==> src/rtl/mem2_arb_pkg.sv <==
// Shared types and constants for the two-requester memory arbiter.
package mem2_arb_pkg;
  localparam int unsigned ADDR_W_DEF = 5;
  localparam int unsigned DATA_W_DEF = 32;

  localparam logic RW_READ  = 1'b0;
  localparam logic RW_WRITE = 1'b1;

  typedef enum logic [1:0] {
    IDLE  = 2'd0,
    ISSUE = 2'd1,
    RESP  = 2'd2
  } state_t;
endpackage

==> src/rtl/mem2_arb_if.sv <==
// Requester-side bus of mem2_arb: two request channels plus grant/read-return.
interface mem2_arb_if
  import mem2_arb_pkg::*;
#(
  parameter int unsigned ADDR_W = ADDR_W_DEF,
  parameter int unsigned DATA_W = DATA_W_DEF
);
  logic              req0, req1;
  logic              r_w0, r_w1;
  logic [ADDR_W-1:0] addr0, addr1;
  logic [DATA_W-1:0] d_in0, d_in1;
  logic              gnt0, gnt1;
  logic              rvalid0, rvalid1;
  logic [DATA_W-1:0] d_out;

  modport master (
    output req0, req1, r_w0, r_w1, addr0, addr1, d_in0, d_in1,
    input  gnt0, gnt1, rvalid0, rvalid1, d_out
  );

  modport slave (
    input  req0, req1, r_w0, r_w1, addr0, addr1, d_in0, d_in1,
    output gnt0, gnt1, rvalid0, rvalid1, d_out
  );
endinterface

==> src/rtl/mem2_arb_pick.sv <==
// Combinational winner select: ptr chooses the winner on a tie (0 -> requester 0).
module mem2_arb_pick (
  input  logic req0,
  input  logic req1,
  input  logic ptr,
  output logic any_req,
  output logic win
);
  always_comb begin
    any_req = req0 | req1;
    if (req0 && req1) win = ptr;
    else              win = req1;
  end
endmodule

==> src/rtl/mem2_arb.sv <==
// Two-requester arbiter in front of the 32x32 mem2 memory.
// Define MEM2_ARB_RR_EN for round-robin ties; default build is fixed priority (requester 0).
module mem2_arb
  import mem2_arb_pkg::*;
#(
  parameter int unsigned ADDR_W = ADDR_W_DEF,
  parameter int unsigned DATA_W = DATA_W_DEF
) (
  input  logic              clk,
  input  logic              rst,
  mem2_arb_if.slave         bus,
  output logic              mem_r_w,
  output logic [ADDR_W-1:0] mem_addr,
  output logic [DATA_W-1:0] mem_d_in,
  input  logic [DATA_W-1:0] mem_d_out
);
  state_t            state_q, state_d;
  logic              grant;
  logic              any_req, win, ptr;
  logic              owner_q, rw_q;
  logic              gnt0_q, gnt1_q, rvalid0_q, rvalid1_q;
  logic [DATA_W-1:0] d_out_q;

`ifdef MEM2_ARB_RR_EN
  logic ptr_q;

  // Pointer moves to the loser so a held competing request wins next time.
  always_ff @(posedge clk or negedge rst) begin
    if (!rst)       ptr_q <= 1'b0;
    else if (grant) ptr_q <= ~win;
  end

  assign ptr = ptr_q;
`else
  assign ptr = 1'b0;
`endif

  mem2_arb_pick u_pick (
    .req0    (bus.req0),
    .req1    (bus.req1),
    .ptr     (ptr),
    .any_req (any_req),
    .win     (win)
  );

  always_comb begin
    state_d = state_q;
    grant   = 1'b0;
    unique case (state_q)
      IDLE: begin
        if (any_req) begin
          grant   = 1'b1;
          state_d = ISSUE;
        end
      end
      ISSUE:   state_d = (rw_q == RW_WRITE) ? IDLE : RESP;
      RESP:    state_d = IDLE;
      default: state_d = IDLE;
    endcase
    // Decoded from state so an asynchronous reset kills an in-flight write at once.
    mem_r_w = (state_q == ISSUE) && (rw_q == RW_WRITE);
  end

  always_ff @(posedge clk or negedge rst) begin
    if (!rst) begin
      state_q   <= IDLE;
      owner_q   <= 1'b0;
      rw_q      <= RW_READ;
      gnt0_q    <= 1'b0;
      gnt1_q    <= 1'b0;
      rvalid0_q <= 1'b0;
      rvalid1_q <= 1'b0;
      mem_addr  <= '0;
      mem_d_in  <= '0;
      d_out_q   <= '0;
    end else begin
      state_q   <= state_d;
      gnt0_q    <= grant & ~win;
      gnt1_q    <= grant &  win;
      rvalid0_q <= (state_q == RESP) & ~owner_q;
      rvalid1_q <= (state_q == RESP) &  owner_q;
      if (state_q == RESP) d_out_q <= mem_d_out;
      if (grant) begin
        owner_q  <= win;
        rw_q     <= win ? bus.r_w1  : bus.r_w0;
        mem_addr <= win ? bus.addr1 : bus.addr0;
        mem_d_in <= win ? bus.d_in1 : bus.d_in0;
      end
    end
  end

  assign bus.gnt0    = gnt0_q;
  assign bus.gnt1    = gnt1_q;
  assign bus.rvalid0 = rvalid0_q;
  assign bus.rvalid1 = rvalid1_q;
  assign bus.d_out   = d_out_q;
endmodule

==> src/flat_wrapper.sv <==
// flat-port wrapper written by rule: the top's interface ports become plain ports
module mem2_arb_flat import mem2_arb_pkg::*;
#(
  parameter int unsigned ADDR_W = ADDR_W_DEF,
  parameter int unsigned DATA_W = DATA_W_DEF
)
  (clk, rst, mem_r_w, mem_addr, mem_d_in, mem_d_out, bus_req0, bus_req1, bus_r_w0, bus_r_w1, bus_addr0, bus_addr1, bus_d_in0, bus_d_in1, bus_gnt0, bus_gnt1, bus_rvalid0, bus_rvalid1, bus_d_out);
  mem2_arb_if #(.ADDR_W(ADDR_W), .DATA_W(DATA_W)) bus_i ();
  input  logic clk;
  input  logic rst;
  output logic mem_r_w;
  output logic [ADDR_W-1:0] mem_addr;
  output logic [DATA_W-1:0] mem_d_in;
  input  logic [DATA_W-1:0] mem_d_out;
  input wire logic [$bits(bus_i.req0)-1:0] bus_req0;
  input wire logic [$bits(bus_i.req1)-1:0] bus_req1;
  input wire logic [$bits(bus_i.r_w0)-1:0] bus_r_w0;
  input wire logic [$bits(bus_i.r_w1)-1:0] bus_r_w1;
  input wire logic [$bits(bus_i.addr0)-1:0] bus_addr0;
  input wire logic [$bits(bus_i.addr1)-1:0] bus_addr1;
  input wire logic [$bits(bus_i.d_in0)-1:0] bus_d_in0;
  input wire logic [$bits(bus_i.d_in1)-1:0] bus_d_in1;
  output wire logic [$bits(bus_i.gnt0)-1:0] bus_gnt0;
  output wire logic [$bits(bus_i.gnt1)-1:0] bus_gnt1;
  output wire logic [$bits(bus_i.rvalid0)-1:0] bus_rvalid0;
  output wire logic [$bits(bus_i.rvalid1)-1:0] bus_rvalid1;
  output wire logic [$bits(bus_i.d_out)-1:0] bus_d_out;
  assign bus_i.req0 = bus_req0;
  assign bus_i.req1 = bus_req1;
  assign bus_i.r_w0 = bus_r_w0;
  assign bus_i.r_w1 = bus_r_w1;
  assign bus_i.addr0 = bus_addr0;
  assign bus_i.addr1 = bus_addr1;
  assign bus_i.d_in0 = bus_d_in0;
  assign bus_i.d_in1 = bus_d_in1;
  assign bus_gnt0 = bus_i.gnt0;
  assign bus_gnt1 = bus_i.gnt1;
  assign bus_rvalid0 = bus_i.rvalid0;
  assign bus_rvalid1 = bus_i.rvalid1;
  assign bus_d_out = bus_i.d_out;
  mem2_arb #(.ADDR_W(ADDR_W), .DATA_W(DATA_W)) u_core (.clk(clk), .rst(rst), .bus(bus_i), .mem_r_w(mem_r_w), .mem_addr(mem_addr), .mem_d_in(mem_d_in), .mem_d_out(mem_d_out));
endmodule
==> config.mk <==
export PLATFORM = sky130hd
export DESIGN_NAME = mem2_arb_flat
export DESIGN_NICKNAME = d
export VERILOG_FILES = /design/src/rtl/mem2_arb_pkg.sv /design/src/rtl/mem2_arb_if.sv /design/src/rtl/mem2_arb_pick.sv /design/src/rtl/mem2_arb.sv /design/src/flat_wrapper.sv
export SDC_FILE = /design/constraint.sdc
export NUM_CORES = 1
export LEC_CHECK = 0
export CORE_MARGIN = 2
export CORE_UTILIZATION = 35
export DETAILED_ROUTE_END_ITERATION = 10
export PLACE_DENSITY = 0.73
export SYNTH_ARGS = -nofsm -noshare
export SYNTH_HDL_FRONTEND = slang
export SYNTH_HIERARCHICAL = 1
export SYNTH_SLANG_ARGS = --single-unit
==> constraint.sdc <==
create_clock -name clk -period 1.7 [get_ports clk]
set_clock_uncertainty 0.15 [all_clocks]
set_input_delay 0.425 -clock clk [delete_from_list [all_inputs] [get_ports clk]]
set_output_delay 0.425 -clock clk [all_outputs]
set_load 0.03 [all_outputs]
==> flow_summary.json <==
{
  "routed_via_density": 4.47,
  "fin_util_pct": 60.3,
  "swShare_pct": 40.9,
  "netlist_area_um2": 3410,
  "status": "finished clean",
  "max_freq_mhz": 592,
  "min_period_ps": 1690,
  "hpwlAfterDp_mm": 6.33,
  "clockBufferDepth": 2,
  "firstDrtPassIters": 4,
  "timing.hold.ws_ps": 325,
  "cts_root_buf": "clkbuf_8",
  "overflow": 0,
  "drc": 0,
  "num_vias": 2492,
  "hold_class": "register to register",
  "hold_path_depth": 1,
  "nets": 534,
  "setup_tns_ps": 0,
  "numPortBuffers": 185,
  "final_hold_viol_count": 0,
  "synth_compound_area_share_pct": 0.220,
  "avgSynthCellArea_um2": 16.1,
  "r2r_slack_ps": 10,
  "setup_slack_ps": 11.5,
  "drt_iter0_drc": 39,
  "synth_area_leaders": "dfrtp_1, mux2_2, buf_6, mux2_4, clkbuf_8",
  "finalNonFillerCells": 557,
  "mappedNetlistNets": 324,
  "cts_sinks": 77,
  "gp_congestion": 0.718,
  "clock_latency_ps": 350,
  "ys_async_sr_fraction_pct": 100,
  "wl_per_cell_um": 16.6,
  "antenna_left": 0,
  "antenna_found_initial": 0,
  "die_x_um": 103,
  "synth_top_area_cell": "dfrtp_1",
  "ys_seq_area_share_pct": 56.5,
  "intPower_mw": 6.02,
  "synth.most_common_cell": "mux2_2",
  "grt_pass1_vias": 2644,
  "r2r_end": "u_core/mem_addr[3]$_DFFE_PN0P_",
  "grt_pass1_wl_mm": 13.4,
  "ys_ff_latch": 77,
  "core_area_um2": 9590,
  "area_growth_pct": 69.5,
  "synth_edf_count": 0,
  "die_area_um2": 10600,
  "cts_tree": "done",
  "rsz0062_at_grt": "yes",
  "hold_path_startpoint": "u_core/owner_q$_DFFE_PN0P_",
  "synth_ff_type": "dfrtp_1",
  "placed_cells": 526,
  "drv_slew": 0,
  "drive_gt1_share_pct": 43.9,
  "critPathKind": "register to register",
  "synth_top_area_share_pct": 56.5,
  "stdcell_area_um2": 5780,
  "place_ws_ps": -605,
  "diodes": 0,
  "synth_warnings": 6,
  "htreeDepth": 3,
  "synth_simple_gate_area_share_pct": 2.02,
  "place_area_um2": 5440,
  "start_kind": "register",
  "reg2regPathDepth": 5,
  "numCtsBuffers": 9,
  "synth_adder_area_share_pct": 0,
  "clk_pin_slew_worst_paths_ps": 80,
  "p_leak_nw": 2.54,
  "synth_xor_area_share_pct": 0,
  "drt-total-wl_mm": 9.24,
  "crit_path_max_fanout": 8,
  "muxShareOfSynthArea_pct": 36.6,
  "ys_types": 17,
  "synth_top_family_by_area": "multiplexers",
  "combinationalPowerShare_pct": 57.3,
  "end_kind": "register",
  "p_clk_share_pct": 11.2,
  "peakVddDrop_mv": 0.940,
  "initial_core_util_pct": 35.6,
  "power_density_nw_per_um2": 1760,
  "ioPinCount": 186,
  "grt_usage_pct": 17.0,
  "cap_viol_max_count": 0,
  "postSynthCellCount": 212,
  "yosys-top-cells-count": "mux2_2, dfrtp_1, buf_6, mux2_4, clkbuf_8",
  "grt_start_max_net_pins": 35,
  "min_to": "u_core/bus.rvalid0$_DFF_PN0_",
  "timing.rr.start": "u_core/state_q[0]$_DFFE_PN0P_",
  "seqPwrFrac_pct": 31.5,
  "finalPower_mw": 10.2,
  "power.switching_mw": 4.17,
  "finalSetupViolations": 0,
  "die_h_um": 103,
  "critical_path_required_ps": 1780,
  "rows": 36,
  "arrival_ps": 1770,
  "fin_crit_sh_pct": 99.3
}
-- timing repair --
item | CTS | global route
endpoints found under the hold margin | 19 | 0
pin swaps | 3 | 1
gates cloned | 3 | 4
setup endpoints to repair | 115 | 105
resized for setup | 116 | 87
setup buffers | 7 | 3
hold buffers | 1 | 0
-- sequential cells by signal, summed over array words and instances, names as in the netlist --
name,flops
u_core/rw_q,1
u_core/bus.gnt0,1
u_core/state_q,2
u_core/bus.rvalid0,1
u_core/mem_d_in,32
u_core/owner_q,1
u_core/bus.rvalid1,1
u_core/bus.d_out,32
u_core/bus.gnt1,1
u_core/mem_addr,5
-- critical path, stage by stage (launching register included) --
cell       delay [ps]
dfrtp_1           390
buf_4             150
nor3b_4           210
buf_6             170
clkbuf_16         170
mux2_2            330
-- worst max path at each step --
stage               slack [ps]                          start  depth (start not counted)                              end
global placement          -550                       bus_req1                          5  u_core/mem_d_in[27]$_DFFE_PN0P_
global route               -60  u_core/state_q[0]$_DFFE_PN0P_                          5   u_core/mem_addr[3]$_DFFE_PN0P_
floorplan                   20                       bus_req1                          5   u_core/mem_addr[4]$_DFFE_PN0P_
detailed placement        -610                       bus_req1                          5  u_core/mem_d_in[27]$_DFFE_PN0P_
finish                      10  u_core/state_q[0]$_DFFE_PN0P_                          5   u_core/mem_addr[3]$_DFFE_PN0P_
CTS                         -4  u_core/state_q[1]$_DFFE_PN0P_                          2                          mem_r_w
-- final cells by class --
class	instances	area, um^2
Fill cell	805	3810
Multi-Input combinational cell	120	1400
Inverter	2	7.51
Sequential cell	77	1930
Timing Repair Buffer	212	2130
Clock inverter	3	15.0
Tap cell	133	166
Clock buffer	10	138
-- kinds of logic (layout without fill, tap and decap cells) --
group                  after synthesis  count (layout)
buffers and inverters               15             227
other                                1               1
AOI/OAI and AO/OA                    1               1
and+or+nand+nor                      9               9
muxes                              109             109
DFF                                 77              77
-- cell usage in the layout (no fill, tap or decap), drive strengths merged, types with 3 or more instances in the layout --
cell type,instances
mux2,109
clkdlybuf4s50,108
dfrtp,77
clkbuf,44
clkdlybuf4s15,39
buf,26
clkinv,3
dlygate4sd2,3
-- power by group through the flow --
stage | registers, mW | clock network [mW] | logic (mW)
floorplan | 4.99 | 0 | 1.80
global placement | 3.23 | 0 | 5.94
detailed placement | 3.27 | 0 | 6.03
CTS | 3.19 | 1.19 | 5.67
global route | 3.35 | 1.28 | 6.14
finish | 3.21 | 1.14 | 5.83
-- layer usage --
metal,wire length (um),GRT usage (%),share of wire [%]
met3,775,5.76,8.4
met2,4480,27.9,48
met1,3840,21.0,42
met4,144,6.07,1.6
met5,0,0,0
No activity file was read; power rests on OpenSTA's default activity.
